**src/rtl/hilo_pkg.sv**
```systemverilog
// rtl/hilo_pkg.sv - shared types and helpers for the HI/LO accumulator bank
package hilo_pkg;

    typedef enum logic [2:0] {
        READ_HI  = 3'd0,
        READ_LO  = 3'd1,
        WRITE_HI = 3'd2,
        WRITE_LO = 3'd3,
        ISSUE    = 3'd4
    } hilo_op_e;

    typedef enum logic [1:0] {
        OVERWRITE = 2'd0,
        ADD       = 2'd1,
        SUB       = 2'd2
    } acc_mode_e;

    // A multi-cycle result carries a full {hi, lo} pair.
    function automatic int res_width(input int width);
        return 2 * width;
    endfunction

endpackage

```
**src/rtl/hilo_acc_slot.sv**
```systemverilog
// rtl/hilo_acc_slot.sv - one HI/LO pair with pending bit, mode and commit datapath
module hilo_acc_slot
    import hilo_pkg::*;
#(
    parameter int WIDTH  = 32,
    parameter bit BYPASS = 1'b0
) (
    input  logic               clk,
    input  logic               reset,
    input  logic               flush,
    input  logic               issue,
    input  logic [1:0]         issue_mode,
    input  logic               wr_hi,
    input  logic               wr_lo,
    input  logic [WIDTH-1:0]   wr_data,
    input  logic               commit,
    input  logic [2*WIDTH-1:0] res_data,
    output logic [WIDTH-1:0]   view_hi,
    output logic [WIDTH-1:0]   view_lo,
    output logic               pending
);

    localparam int RW = res_width(WIDTH);

    logic [WIDTH-1:0] hi_q;
    logic [WIDTH-1:0] lo_q;
    acc_mode_e        mode_q;
    logic [RW-1:0]    commit_val;

    // Value the pair takes when the outstanding result lands, wrapping modulo 2^RW.
    always_comb begin
        case (mode_q)
            ADD:     commit_val = {hi_q, lo_q} + res_data;
            SUB:     commit_val = {hi_q, lo_q} - res_data;
            default: commit_val = res_data;
        endcase
    end

    // Read view: with bypass, a read racing the commit observes the accumulated value.
    always_comb begin
        if (BYPASS && commit) begin
            view_hi = commit_val[RW-1:WIDTH];
            view_lo = commit_val[WIDTH-1:0];
        end else begin
            view_hi = hi_q;
            view_lo = lo_q;
        end
    end

    // Pair storage, pending bit and accumulate mode; commit and writes never coincide.
    always_ff @(posedge clk or posedge reset) begin
        if (reset) begin
            hi_q    <= '0;
            lo_q    <= '0;
            mode_q  <= OVERWRITE;
            pending <= 1'b0;
        end else begin
            if (commit) begin
                {hi_q, lo_q} <= commit_val;
            end else begin
                if (wr_hi) hi_q <= wr_data;
                if (wr_lo) lo_q <= wr_data;
            end
            if (flush || commit) begin
                pending <= 1'b0;
            end else if (issue) begin
                pending <= 1'b1;
                mode_q  <= acc_mode_e'(issue_mode);
            end
        end
    end

endmodule

```
**src/rtl/hilo_bank.sv**
```systemverilog
// rtl/hilo_bank.sv - HI/LO accumulator bank top; HILO_BYPASS_EN enables same-cycle read bypass
module hilo_bank
    import hilo_pkg::*;
#(
    parameter int WIDTH   = 32,
    parameter int NUM_ACC = 1,
    parameter int ACC_W   = (NUM_ACC > 1) ? $clog2(NUM_ACC) : 1
) (
    input  logic               clk,
    input  logic               reset,
    input  logic               flush,
    input  logic               req_valid,
    output logic               req_ready,
    input  logic [2:0]         req_op,
    input  logic [ACC_W-1:0]   req_acc,
    input  logic [1:0]         req_mode,
    input  logic [WIDTH-1:0]   req_data,
    output logic               rd_valid,
    output logic [WIDTH-1:0]   rd_data,
    input  logic               res_valid,
    input  logic [ACC_W-1:0]   res_acc,
    input  logic [2*WIDTH-1:0] res_data,
    output logic [NUM_ACC-1:0] pending,
    output logic               protocol_err
);

`ifdef HILO_BYPASS_EN
    localparam bit BYPASS = 1'b1;
`else
    localparam bit BYPASS = 1'b0;
`endif

    hilo_op_e           op;
    logic [WIDTH-1:0]   view_hi [NUM_ACC];
    logic [WIDTH-1:0]   view_lo [NUM_ACC];
    logic [NUM_ACC-1:0] pend_q;
    logic [NUM_ACC-1:0] commit;
    logic               req_pend;
    logic               req_commit;
    logic               res_pend;
    logic               is_read;
    logic               is_update;
    logic               accepted;
    logic [WIDTH-1:0]   rd_src;

    assign op        = hilo_op_e'(req_op);
    assign is_read   = (op == READ_HI) || (op == READ_LO);
    assign is_update = (op == WRITE_HI) || (op == WRITE_LO) || (op == ISSUE);
    assign pending   = pend_q;

    for (genvar g = 0; g < NUM_ACC; g++) begin : g_slot
        logic sel;
        assign sel       = accepted && (req_acc == ACC_W'(g));
        assign commit[g] = res_valid && !flush && pend_q[g] && (res_acc == ACC_W'(g));

        hilo_acc_slot #(
            .WIDTH  (WIDTH),
            .BYPASS (BYPASS)
        ) u_slot (
            .clk        (clk),
            .reset      (reset),
            .flush      (flush),
            .issue      (sel && (op == ISSUE)),
            .issue_mode (req_mode),
            .wr_hi      (sel && (op == WRITE_HI)),
            .wr_lo      (sel && (op == WRITE_LO)),
            .wr_data    (req_data),
            .commit     (commit[g]),
            .res_data   (res_data),
            .view_hi    (view_hi[g]),
            .view_lo    (view_lo[g]),
            .pending    (pend_q[g])
        );
    end

    // Look up the request and result targets; out-of-range indices read as idle and zero.
    always_comb begin
        req_pend   = 1'b0;
        req_commit = 1'b0;
        res_pend   = 1'b0;
        rd_src     = '0;
        for (int i = 0; i < NUM_ACC; i++) begin
            if (req_acc == ACC_W'(i)) begin
                req_pend   = pend_q[i];
                req_commit = commit[i];
                rd_src     = (op == READ_HI) ? view_hi[i] : view_lo[i];
            end
            if (res_acc == ACC_W'(i)) begin
                res_pend = pend_q[i];
            end
        end
    end

    // Hold off anything that would observe or clobber a pending pair, except a bypassed read.
    always_comb begin
        req_ready = 1'b1;
        if (req_pend && (is_update || is_read)) begin
            req_ready = BYPASS && is_read && req_commit;
        end
    end

    assign accepted = req_valid && req_ready && !flush;

    // Registered read port and one-cycle pulse for a result nobody was waiting for.
    always_ff @(posedge clk or posedge reset) begin
        if (reset) begin
            rd_valid     <= 1'b0;
            rd_data      <= '0;
            protocol_err <= 1'b0;
        end else begin
            rd_valid     <= accepted && is_read;
            if (accepted && is_read) begin
                rd_data <= rd_src;
            end
            protocol_err <= res_valid && !flush && !res_pend;
        end
    end

endmodule
```
**config.mk**
```make
export PLATFORM = sky130hd
export DESIGN_NAME = hilo_bank
export DESIGN_NICKNAME = d
export VERILOG_FILES = /design/src/rtl/hilo_pkg.sv /design/src/rtl/hilo_acc_slot.sv /design/src/rtl/hilo_bank.sv
export SDC_FILE = /design/constraint.sdc
export NUM_CORES = 1
export LEC_CHECK = 0
export ABC_AREA = 1
export CAP_MARGIN = 15
export CELL_PAD_IN_SITES_DETAIL_PLACEMENT = 0
export CELL_PAD_IN_SITES_GLOBAL_PLACEMENT = 1
export CORE_UTILIZATION = 24
export DETAILED_ROUTE_END_ITERATION = 12
export PLACE_DENSITY = 0.59
export SYNTH_ARGS = -nofsm -noshare
export SYNTH_HDL_FRONTEND = slang
export SYNTH_SLANG_ARGS = --single-unit
```
**constraint.sdc**
```tcl
create_clock -name clk -period 3.6 [get_ports clk]
set_input_delay 0.36 -clock clk [delete_from_list [all_inputs] [get_ports clk]]
set_output_delay 0.36 -clock clk [all_outputs]
set_load 0.005 [all_outputs]
```
# After elaboration in Yosys (flattened, before gate mapping)

Index checks and enable logic that the tools add are counted.

Register bits: 101
Latch bits: 0
RAM bits: 0
Memory bits (read-only): 0
Output and inout port bits: 36
Word-level logic and storage cells: 54
Memories: 0

$add $sub $neg: 2
Multipliers: 0
Div/mod/pow operators: 0
$lt $le $gt $ge: 0
Equality and inequality tests: 6
Shift operators: 0
Muxes and demuxes: 12
Bitwise gates (word level): 3
Reduce and logical (&&, ||, !) cells: 24

Operator list:

| operator                                                               | count |
|---|---|
| 32-bit two-way mux                                                     | 6 |
| 64-bit case mux with 2 select lines                                    | 1 |
| 64-bit adder                                                           | 1 |
| 64-bit subtractor                                                      | 1 |
| 1-bit logical AND                                                      | 12 |
| 3-bit by 2-bit equality test with 1-bit output (second input constant) | 2 |
| 2-bit nonzero test                                                     | 3 |
| 1-bit logical OR                                                       | 5 |
| 1-bit two-way mux                                                      | 5 |
| 3-bit by 1-bit equality test with 1-bit output (second input constant) | 1 |
| 3-bit equality test (second input constant)                            | 1 |
| 3-bit zero test                                                        | 1 |
| 1-bit inverter                                                         | 3 |
| 2-bit by 1-bit equality test with 1-bit output (second input constant) | 1 |
| 2-bit equality test (second input constant)                            | 1 |
| 1-bit zero test                                                        | 2 |
| 2-bit AND reduction                                                    | 1 |

# Depth between registers and ports, before layout

Gate-level depths: netlist (run 1).

Depth in word-level cells: 12
Mapped depth: 26

# By module

From an unflattened synthesis (run 1), not the netlist that was laid out.

Cell total of the unflattened synthesis: 2478
Area total of the unflattened synthesis: 13713.2 um^2

By module, submodules not included:

| module        | times used | cells an instance | area an instance (um^2) |
|---|---|---|---|
| hilo_acc_slot | 1          | 2174              | 11539.8 |
| hilo_bank     | 1          | 304               | 2173.3 |

# Worst setup path after synthesis (run 1)

No wires, ideal clock.

Path kind: input to register
Start: in res_data[1]
End: reg g_slot[0].u_slot.hi_q[23]
Library setup time: 0.077 ns
Data arrival time: 3.075 ns
Setup slack: 0.448 ns
Cell stages on the path: 24
Buffers on the path: 0
Cell sequence: inv_1 -> ha_1 -> nand3_4 -> nor2_4 -> nand2_2 -> nor2_1 -> nand3_1 -> nor2_2 -> a31oi_1 -> a21oi_2 -> xor2_1 -> ha_1 -> nand2_1 -> nor2_1 -> inv_1 -> nor3_1 -> nand2_1 -> nor2_1 -> nand2_1 -> nand2_1 -> nand2_1 -> nand3_1 -> nand2_1 -> a21oi_1

Longest elaborated chain between the ends: 3

RTL lines:

| element                                           | line                                     | source |
|---|---|---|
| start, declared                                   | hilo_bank.sv:22                          | `input logic [2*WIDTH-1:0] res_data,` |
| 64-bit subtractor or 64-bit adder (tied branches) | hilo_acc_slot.sv:34, hilo_acc_slot.sv:33 |  |
| 64-bit case mux with 2 select lines *             | hilo_acc_slot.sv:32                      | `case (mode_q)` |
| 32-bit two-way mux *                              | hilo_acc_slot.sv:58                      | `if (commit) begin` |
| end signal, assigned                              | hilo_acc_slot.sv:59                      | `{hi_q, lo_q} <= commit_val;` |
| end signal, assigned                              | hilo_acc_slot.sv:61                      | `if (wr_hi) hi_q <= wr_data;` |
| end, declared                                     | hilo_acc_slot.sv:25                      | `logic [WIDTH-1:0] hi_q;` |

Every way passes the cells marked *; elsewhere a longest branch is shown, timed or not.
A chain may end at the register's enable or synchronous reset.

# Final worst setup path (run 1)

Start: in res_data[15]
End: reg g_slot[0].u_slot.hi_q[28]

Same word-level chain as after synthesis.

==> metrics.yaml, run 1 <==
grt_overflow_total: 0
routability_congestion_estimate: 1.03
worstRegToRegCells: 19
area_delta_synth_final_pct: 57.3
grt_antenna_before_repair: 2
layout.cells.most_common_list: "sky130_fd_sc_hd__nand2_1, sky130_fd_sc_hd__inv_1, sky130_fd_sc_hd__buf_4"
layout.filler_cells: 6025
final_nets: 3147
wp_depth: 22
pin_count_of_the_biggest_net_entering_global_routing: 86
final_cell_count_no_fill: 3674
regArea_um2: 2530
post_synthesis_cell_count: 2419
dr_wl_met2_mm: 37.2
critical_path_maximum_fanout: 6
regToRegSetupSlack_ps: 200
slowest_delay_ps: 370
hold_path.class: "input port to async pin"
cp_cell_sequence: "dlygate4sd2_1 > nor2_1 > buf_4 > nand2_1 > nor2_2 > nand2_1 > nor3_2 > buf_4 > nand4_1 > xor2_1 > nand2_1 > o21ai_1 > ha_1 > buf_6 > nand2_4 > buf_4 > nor4_4 > a21oi_4 > nand3_1 > nand3_2 > nand2_1 > a21oi_1"
cellLeakagePower_uw: 0.0111
cp_common_cell: "sky130_fd_sc_hd__nand2_1"
finalInstanceArea_um2: 20900
num_io_pins: 144
dp.cells: 3628
cp-start-kind: "input port"
detail_route.wl_per_cell_um: 21.5
clk-insertion-delay-late_ps: 360
post-place-ws_ps: -1070
finalSetupViolCount: 0
postRouteWirelength_mm: 79.1
cpLargestDelayFamily: "simple AND/OR/NAND/NOR gates"
met3_length_mm: 4.27
vias_per_cell: 4.80
core_region_area_um2: 54200
drive_above_1_share_pct: 29.7
final_worst_setup_slack_ps: 46.1
routedLengthMet1_mm: 34.5
hold_violations: 0
ctsRootBufferMaster: "sky130_fd_sc_hd__clkbuf_16"
timing.rr.end: "g_slot[0].u_slot.view_hi[3]"
power_density_nw_per_um2: 513
timing_worst_slew_pin_value_ps: 999
initial_util_pct: 24.5
grt_first_pass_wirelength_mm: 112
die-height_um: 237
router_iterations_before_antenna_repair: 5
cpMaxStageDelayCell: "sky130_fd_sc_hd__ha_1"
synth.yosys.warnings: 0
drv_slew: 0
num_rows: 85
tritoncts_num_sinks: 101
worstPathRequired_ps: 3830
vias_in_the_first_global_route: 16900
cts-htree-levels: 3
r2r_start: "g_slot[0].u_slot.mode_q[1]"
cts_made_buffers: 9
first_iter_violations: 1571
top_signal_layer_used: "met5"
hpwlAfterDp_mm: 66.1
peakVddDrop_mv: 0.295
skew_ps: 21.9
synth.yosys.seq_area_share_pct: 19.0
setup.worst_path.end: "g_slot[0].u_slot.view_hi[28]"
placedInstanceArea_um2: 18700
layout_commonest_cell: "sky130_fd_sc_hd__nand2_1"
diodes: 0
post-route-min-period_ps: 3550
timing.final.crit_share_pct: 98.7
rsz0062_at_grt: "true"
cts.hold.buffers_added: 0
syn_area_per_cell_um2: 5.49
crit_path_start: "res_data[15]"
floorplan_die_area_um2: 56300
max_freq_mhz: 281
max_slew_margin_pct: 33.3
dr_total_vias: 17600
timing.critical_path.arrival_ps: 3780
clk_pin_slew_worst_paths_ps: 80
remaining_drc_errors: 0
multi_input_area_um2: 10400
die_width_um: 237
worst-setup-path-type: "input port to flip-flop"
port_buffers: 143
synth_cell_type_count: 48
ys_seq_elements: 101
tritoncts: "done"
synth_area_um2: 13300
worst_path_buffer_plus_inverter_count: 5
number_of_nets_with_antenna_violations_after_routing: 0
maxCapViolCount: 0
max-clock-path-buffers: 2
cp-end-kind: "flip-flop"
outcome: "finished, final reports clean"
gr-usage-all-layers_pct: 27.4
syn-num-nets: 2593
==> cell type report <==
type	instances	area share, %
clock buffers	11	1.16
clock inverters	5	0.198
inverters	475	8.59
multi-input cells	1786	49.8
flip-flops and latches	101	12.1
well taps	696	4.17
repair buffers	600	24.0
==> synthesized netlist by cell type, drive strengths merged <==
library cell	count	area [um^2]
nand2	752	2840
inv	473	1780
nor2	348	1330
a21oi	180	905
o21ai	135	679
dfrtp	101	2530
nand3	94	488
xor2	87	762
ha	65	813
clkbuf	38	143
nor3	30	171
nand4	22	150
a22oi	20	150
buf	19	129
nor4	16	106
o41ai	10	87.6
nand3b	6	45.0
a31oi	4	25.0
and2	3	18.8
o211ai	3	22.5
clkinv	2	7.51
or2	2	12.5
xnor2	2	17.5
and3	1	6.26
fa	1	20.0
mux2	1	11.3
nor3b	1	7.51
o21a	1	8.76
o21bai	1	7.51
o31ai	1	7.51
==> metal layers <==
metal	vias up	track usage (%)
li1	8591	-
met1	8306	35.8
met2	622	46.8
met3	117	3.04
met4	2	9.42
met5	-	0
==> through the flow <==
stage / hold slack (ps) / power (uW) / setup TNS (ps) / util (%)
floorplan: 435 / 4910 / 0 / -
global placement: 468 / 8580 / -38060 / 34.4
detailed placement: 467 / 8580 / -38450 / 34.4
CTS: 423 / 10000 / -8.74 / 36.4
global route: 447 / 11400 / -740 / 38.5
finish: 416 / 10700 / 0 / 38.5
==> report_power, final <==
part           switching (uW)  total, uW  internal, uW
sequential                510       1930          1410
clock                     496        995           499
combinational            4590       7790          3200
total                    5590      10700          5110
==> how the worst min path moves through the flow <==
stage,end,slack [ps],cells after the start
after floorplan,rd_valid,440,1
after detailed placement,rd_data[30],470,2
after CTS,rd_data[10],420,2
final,rd_data[0],420,2
after global placement,rd_data[5],470,2
after global routing,rd_data[10],450,2
==> flip-flops by register name (all words and copies together), names as in the netlist <==
| register | flops |
|---|---|
| g_slot.u_slot.view_hi | 32 |
| g_slot.u_slot.mode_q | 2 |
| rd_data | 32 |
| g_slot.u_slot.view_lo | 32 |
| protocol_err | 1 |
| g_slot.u_slot.pending | 1 |
| rd_valid | 1 |
==> cell families after synthesis <==
kind of cell,count (synthesis),synth area share (%)
fa+ha+maj,66,6.28
mux,1,0.0848
buf+inv,532,15.5
xor+xnor,89,5.87
simple gates,1275,39.0
compound gates,355,14.3
flops,101,19.0
==> what timing repair did <==
item,in CTS,in global routing
gates cloned,0,1
setup buffers,15,15
gates resized for setup,257,316
pin swaps,77,117
setup endpoints to repair,52,46
No activity file was read; power rests on OpenSTA's default activity.
==> run 2: changes to the inputs <==
- SKIP_LAST_GASP: not set -> 1
==> metrics.yaml, run 2 (synthesized netlist as in run 1, its figures left out) <==
outcome: "finished, final reports clean"
power_density_nw_per_um2: 513
clk_pin_slew_worst_paths_ps: 80
area_delta_synth_final_pct: 57.1
slowest_delay_ps: 370
rsz0062_at_grt: "true"
critical_path_maximum_fanout: 6
cts_made_buffers: 9
pin_count_of_the_biggest_net_entering_global_routing: 86
worstRegToRegCells: 19
cts-htree-levels: 3
final_nets: 3147
cellLeakagePower_uw: 0.0111
postRouteWirelength_mm: 79.0
vias_per_cell: 4.79
tritoncts: "done"
number_of_nets_with_antenna_violations_after_routing: 0
cp_cell_sequence: "dlygate4sd2_1 > nor2_1 > buf_4 > nand2_1 > nor2_2 > nand2_1 > nor3_2 > buf_4 > nand4_1 > xor2_1 > nand2_1 > o21ai_1 > ha_1 > buf_6 > nand2_4 > buf_4 > nor4_4 > a21oi_4 > nand3_1 > nand3_2 > nand2_1 > a21oi_1"
max_freq_mhz: 282
grt_antenna_before_repair: 2
crit_path_start: "res_data[15]"
vias_in_the_first_global_route: 16900
die-height_um: 237
max_slew_margin_pct: 33.2
cpMaxStageDelayCell: "sky130_fd_sc_hd__ha_1"
die_width_um: 237
drv_slew: 0
port_buffers: 143
maxCapViolCount: 0
cp-end-kind: "flip-flop"
gr-usage-all-layers_pct: 27.4
max-clock-path-buffers: 2
layout_commonest_cell: "sky130_fd_sc_hd__nand2_1"
hold_violations: 0
initial_util_pct: 24.5
hold_path.class: "input port to async pin"
totalPowerFinal_uw: 10700
core_region_area_um2: 54200
setup.worst_path.end: "g_slot[0].u_slot.view_hi[28]"
dr_total_vias: 17600
diodes: 0
timing.critical_path.arrival_ps: 3770
worst-setup-path-type: "input port to flip-flop"
peakVddDrop_mv: 0.297
clk-insertion-delay-late_ps: 360
skew_ps: 22.5
routability_congestion_estimate: 1.03
tritoncts_num_sinks: 101
grt_first_pass_wirelength_mm: 112
grt_overflow_total: 0
worstPathRequired_ps: 3820
timing_worst_slew_pin_value_ps: 1000
first_iter_violations: 1434
cp_common_cell: "sky130_fd_sc_hd__nand2_1"
ctsRootBufferMaster: "sky130_fd_sc_hd__clkbuf_16"
post-route-min-period_ps: 3550
timing.rr.end: "g_slot[0].u_slot.view_hi[3]"
drive_above_1_share_pct: 29.2
detail_route.wl_per_cell_um: 21.5
layout.cells.most_common_list: "sky130_fd_sc_hd__nand2_1, sky130_fd_sc_hd__inv_1, sky130_fd_sc_hd__buf_4"
timing.final.crit_share_pct: 98.6
floorplan_die_area_um2: 56300
router_iterations_before_antenna_repair: 5
cp-start-kind: "input port"
hold_slack_ps: 416
remaining_drc_errors: 0
num_io_pins: 144
finalSetupViolCount: 0
hpwlAfterDp_mm: 66.1
regToRegSetupSlack_ps: 170
r2r_start: "g_slot[0].u_slot.mode_q[1]"
num_rows: 85
[run 2: cell count changes in the layout (fill, tap and decap cells not counted), sizes merged]
cell,delta
dlygate4sd2,+5
clkbuf,-3
clkdlybuf4s15,-2
[run 2: through the flow]
stage          instances  instance area [um^2]  setup TNS [ps]  util [%]  worst slack, ps
3_3_place_gp        3628                 18700          -38060      34.4            -1050
6_report            3674                 20900               0      38.4             50.9
5_1_grt             3674                 20900           -1000      38.4             -111
3_5_place_dp        3628                 18700          -38450      34.4            -1070
2_1_floorplan       2419                 13300               0         -              448
4_1_cts             3659                 19700           -8.74      36.4            -8.74
[run 2: worst min-delay path by stage]
| stage | start | endpoint | cells after the start |
|---|---|---|---|
| after detailed placement | rd_data[30] | rd_data[30] | 2 |
| after floorplan | req_op[2] | rd_valid | 1 |
| final | reset | rd_data[10] | 2 |
| after global routing | reset | rd_data[10] | 2 |
| after CTS | reset | rd_data[10] | 2 |
| after global placement | rd_data[5] | rd_data[5] | 2 |
[run 2: routing by layer]
metal / share of wire, % / GRT usage [%]
met5: 0.016 / 0
met3: 5.8 / 3.04
met2: 47 / 46.8
met1: 43 / 35.8
met4: 4.0 / 9.42
[run 2: final cells by class]
cell class / instances / area, um^2
inverters: 475 / 1790
flip-flops and latches: 101 / 2530
clock buffers: 11 / 243
well taps: 696 / 871
clock inverters: 5 / 41.3
repair buffers: 600 / 5010
multi-input cells: 1786 / 10400
fillers: 6022 / 33400
[run 2: timing repair]
action / CTS / global route
gates cloned: 0 / 1
resized for setup: 257 / 294
endpoints found under the setup margin: 52 / 46
setup buffers: 15 / 15
hold buffers: 0 / 0
pin swaps: 77 / 116
endpoints found under the hold margin: 0 / 0
[run 2: power by group]
group / switching [uW] / total, uW / internal (uW)
clock network: 489 / 989 / 499
logic: 4590 / 7790 / 3200
registers: 506 / 1920 / 1410
total: 5590 / 10700 / 5110
[run 2: worst max-delay path, delay by kind of cell]
| family | cells | cell delay [ps] |
|---|---|---|
| and+or+nand+nor | 12 | 1640 |
| buffers and inverters | 5 | 930 |
| adders and majority gates | 1 | 370 |
| xor gates and xnor gates | 1 | 240 |
| AOI/OAI and AO/OA | 3 | 230 |
